[src/rtl/sub_pkg.sv]
// Shared definitions for the serial borrow subtractor: FSM state encoding
// and the default operand width.
package sub_pkg;

  localparam int DEFAULT_WIDTH = 4;

  typedef enum logic [1:0] {
    IDLE = 2'd0,
    RUN  = 2'd1,
    DONE = 2'd2
  } state_t;

endpackage

[src/rtl/full_subtractor.sv]
// Single-bit full subtractor: diff = x - y - bi, bo set when the bit borrows.
module full_subtractor (
  input  logic x,
  input  logic y,
  input  logic bi,
  output logic diff,
  output logic bo
);

  assign diff = x ^ y ^ bi;
  assign bo   = (~x & y) | (~x & bi) | (y & bi);

endmodule

[src/rtl/serial_borrow_subtractor.sv]
// Bit-serial subtractor: {bout,d} = a - b - bin, one bit per clock, LSB
// first, with the borrow rippled through a flop between bit cycles.
// Optional signed-overflow output is enabled by defining OVF_FLAG_EN.
// Timing: start accepted at edge N; bits are processed at edges N+1..N+WIDTH;
// at edge N+WIDTH+1 the results are published and done pulses for one cycle.
module serial_borrow_subtractor
  import sub_pkg::*;
#(
  parameter int WIDTH = DEFAULT_WIDTH
) (
  input  logic             clk,
  input  logic             rst,
  input  logic             start,
  input  logic [WIDTH-1:0] a,
  input  logic [WIDTH-1:0] b,
  input  logic             bin,
  output logic             busy,
  output logic             done,
  output logic [WIDTH-1:0] d,
  output logic             bout
`ifdef OVF_FLAG_EN
  ,
  output logic             ovf
`endif
);

  localparam int CNT_W = $clog2(WIDTH) + 1;
  localparam logic [CNT_W-1:0] LAST_CNT = CNT_W'(WIDTH);

  state_t           state;
  logic [WIDTH-1:0] a_sh;
  logic [WIDTH-1:0] b_sh;
  logic [WIDTH-1:0] work;
  logic             borrow;
  logic [CNT_W-1:0] cnt;
  logic             bit_diff;
  logic             bit_bo;

`ifdef OVF_FLAG_EN
  // Operand sign bits shift out during RUN, so keep them for the flag.
  logic a_msb;
  logic b_msb;
`endif

  full_subtractor u_stage (
    .x    (a_sh[0]),
    .y    (b_sh[0]),
    .bi   (borrow),
    .diff (bit_diff),
    .bo   (bit_bo)
  );

  // FSM with operand/result datapath and registered outputs.
  // NOTE: every register here uses <= so all updates see pre-edge values;
  // blocking assignments would make the shift chain order-dependent.
  always_ff @(posedge clk) begin
    if (rst) begin
      state  <= IDLE;
      busy   <= 1'b0;
      done   <= 1'b0;
      d      <= '0;
      bout   <= 1'b0;
      a_sh   <= '0;
      b_sh   <= '0;
      work   <= '0;
      borrow <= 1'b0;
      cnt    <= '0;
`ifdef OVF_FLAG_EN
      ovf    <= 1'b0;
      a_msb  <= 1'b0;
      b_msb  <= 1'b0;
`endif
    end else begin
      done <= 1'b0;
      case (state)
        IDLE: begin
          if (start) begin
            a_sh   <= a;
            b_sh   <= b;
            borrow <= bin;
            cnt    <= '0;
            busy   <= 1'b1;
            state  <= RUN;
`ifdef OVF_FLAG_EN
            a_msb  <= a[WIDTH-1];
            b_msb  <= b[WIDTH-1];
`endif
          end
        end
        RUN: begin
          if (cnt == LAST_CNT) begin
            // All bits processed: publish the result in one step.
            d     <= work;
            bout  <= borrow;
            done  <= 1'b1;
            state <= DONE;
`ifdef OVF_FLAG_EN
            ovf   <= (a_msb != b_msb) && (work[WIDTH-1] != a_msb);
`endif
          end else begin
            a_sh   <= a_sh >> 1;
            b_sh   <= b_sh >> 1;
            work   <= {bit_diff, work[WIDTH-1:1]};
            borrow <= bit_bo;
            cnt    <= cnt + CNT_W'(1);
          end
        end
        DONE: begin
          busy  <= 1'b0;
          state <= IDLE;
        end
        default: begin
          busy  <= 1'b0;
          state <= IDLE;
        end
      endcase
    end
  end

endmodule

[config.mk]
export PLATFORM = sky130hd
export DESIGN_NAME = serial_borrow_subtractor
export DESIGN_NICKNAME = d
export VERILOG_FILES = /design/src/rtl/sub_pkg.sv /design/src/rtl/full_subtractor.sv /design/src/rtl/serial_borrow_subtractor.sv
export SDC_FILE = /design/constraint.sdc
export NUM_CORES = 1
export LEC_CHECK = 0
export ABC_CLOCK_PERIOD_IN_PS = 2100
export CAP_MARGIN = 20
export CORE_MARGIN = 4
export CORE_UTILIZATION = 30
export CTS_CLUSTER_DIAMETER = 120
export DETAILED_ROUTE_END_ITERATION = 10
export GPL_TIMING_DRIVEN = 0
export HOLD_SLACK_MARGIN = 0.15
export PLACE_DENSITY = 0.49
export SLEW_MARGIN = 10
export SYNTH_ARGS = -nofsm -noshare
export SYNTH_HDL_FRONTEND = slang
export SYNTH_SLANG_ARGS = --single-unit
[constraint.sdc]
create_clock -name clk -period 2.1 [get_ports clk]
set_input_delay 0.42 -clock clk [delete_from_list [all_inputs] [get_ports clk]]
set_output_delay 0.42 -clock clk [all_outputs]
set_load 0.005 [all_outputs]
Word-level counts from Yosys, hierarchy flattened
Index checks and enable logic that the tools add are counted.
{"block": "totals", "regBits": 25, "latch_bits": 0, "romBits": 0, "mem_bits_rw": 0, "memories": 0, "output_inout_bits": 7}
{"block": "op_classes", "multipliers": 0, "n_div": 0, "n_addsub": 1, "n_mux": 18, "order_cmp": 0, "shifts": 0, "n_bitwise": 10, "n_eq_ne": 5, "reduce_logical": 8}
{"operator": "2-to-1 mux 4 bit", "n": 4}
{"operator": "case mux 4 bit (2 select lines)", "n": 2}
{"operator": "AND reduction 2 bit", "n": 4}
{"operator": "2-to-1 mux 3 bit", "n": 2}
{"operator": "inequality test 2 bit (second input constant)", "n": 3}
{"operator": "case mux 3 bit (2 select lines)", "n": 1}
{"operator": "2-to-1 mux 1 bit", "n": 4}
{"operator": "2-to-1 mux 2 bit", "n": 2}
{"operator": "case mux 1 bit (2 select lines)", "n": 2}
{"operator": "case mux 2 bit (2 select lines)", "n": 1}
{"operator": "adder 3 x 1 -> 3 bit (second input constant)", "n": 1}
{"operator": "bitwise AND 1 bit", "n": 3}
{"operator": "== test 3 bit (second input constant)", "n": 1}
{"operator": "NOT 1 bit", "n": 3}
{"operator": "AND reduction 3 bit", "n": 1}
{"operator": "== test 2 x 1 -> 1 bit (second input constant)", "n": 1}
{"operator": "zero test 2 bit", "n": 1}
{"operator": "bitwise OR 1 bit", "n": 2}
{"operator": "nonzero test 2 bit", "n": 1}
{"operator": "OR reduction 2 bit", "n": 1}
{"operator": "bitwise XOR 1 bit", "n": 2}

Depth between registers and ports, before layout
{"block": "logic_depth", "word_depth": 6, "depth_mapped": 6}

Modules after synthesis
Synthesis repeated with hierarchy kept, for this count alone.
{"block": "unflattened", "cells_unflattened": 100, "area_unflattened_um2": 1063.5}
{"mod": "serial_borrow_subtractor", "cells_per_inst": 97, "seq_area_each_um2": 500.5, "n_inst": 1, "area_per_inst_um2": 1036.0}
{"mod": "full_subtractor", "cells_per_inst": 3, "seq_area_each_um2": 0.0, "n_inst": 1, "area_per_inst_um2": 27.5}

Least setup slack after synthesis
No wires, ideal clock.
{"block": "synth_path", "path_type": "flip-flop to flip-flop", "start": "reg cnt[0]", "end": "reg a_sh[3]", "required_time_ns": 1.983, "synth_period_minus_slack_ns": 1.324, "setup_ns": 0.117, "path_slack_ns": 0.776, "arrival_time_ns": 1.207, "path_stages_with_launch": 7, "path_buffers": 1, "cell_sequence": "dfxtp_1 > inv_1 > ha_1 > nand3_2 > a31oi_4 > buf_6 > a22o_1"}
{"block": "synth_between", "elab_chain_cells": 3}
{"item": "start, declared", "line": "serial_borrow_subtractor.sv:35", "text": "logic [CNT_W-1:0] cnt;"}
{"item": "start signal, assigned", "line": "serial_borrow_subtractor.sv:105", "text": "cnt <= cnt + CNT_W'(1);"}
{"item": "== test 3 bit", "line": "serial_borrow_subtractor.sv:91", "text": "if (cnt == LAST_CNT) begin"}
{"item": "inequality test 2 bit (no line)"}
{"item": "AND reduction 3 bit (no line)"}
{"item": "end signal, assigned", "line": "serial_borrow_subtractor.sv:101", "text": "a_sh <= a_sh >> 1;"}
{"item": "end, declared", "line": "serial_borrow_subtractor.sv:31", "text": "logic [WIDTH-1:0] a_sh;"}
Every way passes these cells.
A chain may end at the register's enable or synchronous reset.

Worst setup path after layout
{"block": "layout_path", "start": "reg d[2]", "end": "out d[2]"}
{"item": "start, declared", "line": "serial_borrow_subtractor.sv:19", "text": "output logic [WIDTH-1:0] d,"}
{"item": "start signal, assigned", "line": "serial_borrow_subtractor.sv:93", "text": "d <= work;"}
No word-level cell between the ends.

==> results.txt <==
----------------------------------------------------
[Run status]
  Result of the run ... complete, no violations

[Timing]
  Post-route clock period utilization ... approximately 76%
  Worst setup margin ... just over 0.5 ns
  Fin crit period ... roughly 1.6 ns
  Count of endpoints failing hold in the final timing report ... 0
  Max Fclk ... between 600 and 700 MHz
  Clock tree skew after final layout ... between 0.003 and 0.004 ns
  Setup violations, final ... 0
  Slew of the pin with the lowest slew margin ... around 0.42 ns
  Worst slew margin ... ~72%
  Total negative setup slack ... 0 ns
  Setup repair after global routing missed its margin ... false
  Number of slew-limit violations in the final report ... 0

[Floorplanning]
  Initial cell density of the core ... 31.1%
  Overall die area ... between 0.004 and 0.005 mm^2
  Height of the chip ... between 60 and 70 um
  Die extent in x ... approximately 67 um
  Core Footprint ... about 0.0034 mm^2
  Ports placed on the boundary ... 19
  Row Count ... 21

[Final layout]
  Fraction of final layout cells with drive strength greater than 1 ... 9.09%
  Antenna Cells ... 0
  Synth-to-layout area growth ... 25.2%
  Number of inserted filler cells in the final layout ... between 300 and 400
  Final Core Density ... about two fifths
  Non-Filler Instances ... around 170
  Number of nets at the end of the flow ... between 100 and 150

[Pwr]
  Pwr per Cell Area ... between 600 and 700 mW/mm^2
  Sequential share of power ... 62.0%
  Cell-internal power ... between 600 and 700 uW
  Combinational fraction of design power ... 12.0%
  Standby leakage power ... ~0.00055 uW
  Switching power as a share of total power ... roughly a quarter
  Clock power frac ... between 20% and 30%
  Switching power of the nets ... 198 uW
  IR drop worst, VDD ... approximately 0.41 mV

[Place]
  Placed instance count ... around 160
  Placement Setup Slack ... roughly 0.33 ns
  Final RePlAce weighted congestion ... ~0.66
  Post-detail-place hpwl ... ~1.4 mm
  Count of buffers from port buffering ... 18

[Clock tree]
  Library cell used as clock root buffer ... sky130_fd_sc_hd__clkbuf_4
  Insertion delay to the later sink of the worst-skew pair ... 0.31 ns
  Clock sink count ... 25
  Total of cells resized after clock tree synthesis ... 0
  Number of buffers on the longest clock path ... 2
  Number of buffers added by the clock tree synthesis step ... 3
  Hold buffer count at cts ... 0
  Post-CTS setup buffer count ... 0
  H-Tree Depth ... 1
  Clock tree from TritonCTS ... built
  Clock-pin slew on the worst setup and hold paths ... 0.13 ns

[GRT]
  Wire length of the first global-routing pass ... around 3.3 mm
  Antenna violations before repair ... 0
  Maximum number of pins on one net before global-route repair ... 14
  Vias in the first global route ... around 770
  Remaining Overflow, GRT ... 0
  Total global routing track utilization ... 9.60%

[Drt]
  Initial DRC Count ... 15
  Detail-routed via count per cell ... 4.50
  Post-Route WL ... 1.89 mm
  First-pass iteration count of the detailed router ... 2
  Post-route DRC ... 0
  Total via count in the routed design ... about 750
  Wire length per cell ... about 11 um
  Antenna-violating nets left ... 0

[Worst hold path]
  Path class of the lowest-slack min-delay path ... reg -> reg

[Logic synthesis]
  Average instance area after synthesis ... 10.6 um^2
  Area share of the largest cell type after synthesis ... 47.8%
  Dominant cell type by area after synthesis ... sky130_fd_sc_hd__dfxtp_1
  Synth Instances ... ~100
  Warnings, synthesis ... 0
  Sequential area share after synthesis ... 47.8%
  Syn Nets ... approximately 110
  Post-synthesis instance area ... approximately 0.0010 mm^2
  Synth cell types ... 28
  Flop and latch count out of synthesis ... 25
  Cell types with the largest area share after synthesis ... sky130_fd_sc_hd__dfxtp_1 (48%), sky130_fd_sc_hd__mux2i_1 (11%), sky130_fd_sc_hd__o2bb2ai_1 (5.9%), sky130_fd_sc_hd__nor2_1 (3.2%), sky130_fd_sc_hd__a21oi_1 (2.9%)

[Setup path]
  Data arrival time at the worst-slack endpoint ... about 1.2 ns
  Peak fanout along the critical path ... 2
  Required time at the endpoint of the critical path ... around 1.7 ns
  Worst path max stage delay ... roughly 0.50 ns
  CP startpoint kind ... flip-flop
  CP top delay family ... buffers and inverters
  Capturing element type of the critical path ... output pin
  Critical path start-end classification ... reg -> out
  Worst path slowest cell ... sky130_fd_sc_hd__clkdlybuf4s50_1
  Critical Path, Cell by Cell ... clkdlybuf4s50_1
  Buffers & Inverters on Critical Path ... 1

[Job]
  Max-cap violations ... 0

----------------------------------------------------
-- cell usage after synthesis --
library cell / n
sky130_fd_sc_hd__dfxtp_1: 25
sky130_fd_sc_hd__mux2i_1: 12
sky130_fd_sc_hd__nor2_1: 9
sky130_fd_sc_hd__inv_1: 7
sky130_fd_sc_hd__o2bb2ai_1: 7
sky130_fd_sc_hd__a21oi_1: 6
sky130_fd_sc_hd__o21ai_0: 4
sky130_fd_sc_hd__a22o_1: 3
sky130_fd_sc_hd__nand3_1: 3
sky130_fd_sc_hd__buf_2: 2
sky130_fd_sc_hd__ha_1: 2
sky130_fd_sc_hd__nand2_1: 2
sky130_fd_sc_hd__nor3_1: 2
sky130_fd_sc_hd__a2111oi_0: 1
sky130_fd_sc_hd__a311oi_1: 1
sky130_fd_sc_hd__a31oi_4: 1
sky130_fd_sc_hd__a32o_1: 1
sky130_fd_sc_hd__and2_1: 1
sky130_fd_sc_hd__and3_1: 1
sky130_fd_sc_hd__buf_6: 1
sky130_fd_sc_hd__clkbuf_1: 1
sky130_fd_sc_hd__fa_1: 1
sky130_fd_sc_hd__nand2b_1: 1
sky130_fd_sc_hd__nand3_2: 1
sky130_fd_sc_hd__nand3_4: 1
sky130_fd_sc_hd__nand4b_2: 1
sky130_fd_sc_hd__nor2b_1: 1
sky130_fd_sc_hd__or2_4: 1
-- metrics by stage --
| stage | hold slack (ns) | total power (uW) | cell area (um^2) |
|---|---|---|---|
| global placement | 0.451 | 618 | 1280 |
| detailed placement | 0.451 | 619 | 1280 |
| global route | 0.495 | 868 | 1310 |
| finish | 0.483 | 820 | 1310 |
| floorplan | 0.432 | 577 | 1050 |
| CTS | 0.483 | 838 | 1310 |
-- per-layer routing --
metal | up-vias | GRT usage (%) | part of all wire (%)
met5 | - | 0 | 0
met4 | 0 | 2.28 | 0.85
met3 | 2 | 3.88 | 5.1
met2 | 16 | 16.4 | 46
met1 | 338 | 11.0 | 48
li1 | 395 | - | -
-- final timing paths --
| path | slack, ns | to | startpoint | cells after the start |
|---|---|---|---|---|
| worst min register to register | 0.48 | b_sh[1] | b_sh[1] | 1 |
| worst max-delay path | 0.51 | d[2] | d[2] | 1 |
| worst min-delay path | 0.48 | b_sh[1] | b_sh[1] | 1 |
| worst max register to register | 0.67 | b_sh[3] | cnt[0] | 6 |
-- layout by cell type, fill, tap and decap left out --
| cell | instances |
|---|---|
| sky130_fd_sc_hd__dfxtp_1 | 25 |
| sky130_fd_sc_hd__nand2b_1 | 1 |
| sky130_fd_sc_hd__nand3_2 | 1 |
| sky130_fd_sc_hd__nand3_4 | 1 |
| sky130_fd_sc_hd__a22o_1 | 3 |
| sky130_fd_sc_hd__o21ai_0 | 4 |
| sky130_fd_sc_hd__clkdlybuf4s50_1 | 18 |
| sky130_fd_sc_hd__or2_4 | 1 |
| sky130_fd_sc_hd__clkbuf_1 | 2 |
| sky130_fd_sc_hd__a21oi_1 | 6 |
| sky130_fd_sc_hd__nor2_1 | 9 |
| sky130_fd_sc_hd__and3_1 | 1 |
| sky130_fd_sc_hd__o2bb2ai_1 | 7 |
| sky130_fd_sc_hd__a311oi_1 | 1 |
| sky130_fd_sc_hd__nand4b_2 | 1 |
| sky130_fd_sc_hd__inv_1 | 7 |
| sky130_fd_sc_hd__a2111oi_0 | 1 |
| sky130_fd_sc_hd__nor2b_1 | 1 |
| sky130_fd_sc_hd__nor3_1 | 2 |
| sky130_fd_sc_hd__ha_1 | 2 |
| sky130_fd_sc_hd__a31oi_4 | 1 |
| sky130_fd_sc_hd__and2_1 | 1 |
| sky130_fd_sc_hd__nand2_1 | 2 |
| sky130_fd_sc_hd__mux2i_1 | 12 |
| sky130_fd_sc_hd__buf_6 | 1 |
| sky130_fd_sc_hd__a32o_1 | 1 |
| sky130_fd_sc_hd__clkbuf_4 | 3 |
| sky130_fd_sc_hd__nand3_1 | 3 |
| sky130_fd_sc_hd__fa_1 | 1 |
| sky130_fd_sc_hd__buf_2 | 2 |
-- final cells by class --
cell class                 count  area [um^2]  area share (%)
timing repair buffer          18          180            13.8
buffer                         4         25.0            1.91
inverter                       7         26.3            2.01
sequential                    25          500            38.2
clock buffer                   4         26.3            2.01
multi-input combinational     63          494            37.7
tap                           46         57.6            4.39
-- sequential cells by signal, indices dropped and copies added, names as in the netlist --
name / count
a_sh: 4
busy: 1
d: 4
bout: 1
cnt: 3
work: 4
b_sh: 4
state: 2
borrow: 1
done: 1
-- kinds of logic after synthesis --
| group | after synthesis | share of synthesized area (%) |
|---|---|---|
| AO/OA/AOI/OAI | 24 | 17.8 |
| adder cells (fa/ha/maj) | 3 | 4.31 |
| buffers and inverters | 11 | 4.90 |
| flip-flops | 25 | 47.8 |
| multiplexers | 12 | 11.5 |
| AND/OR/NAND/NOR | 24 | 13.6 |
-- power by group through the flow --
stage / sequential [uW] / clock (uW) / combinational, uW
after CTS: 508 / 229 / 101
after global routing: 511 / 247 / 110
after global placement: 519 / 0 / 99.3
final: 508 / 214 / 98.2
after floorplan: 516 / 0 / 61.0
after detailed placement: 519 / 0 / 100
(Power assumes the default switching activity.)
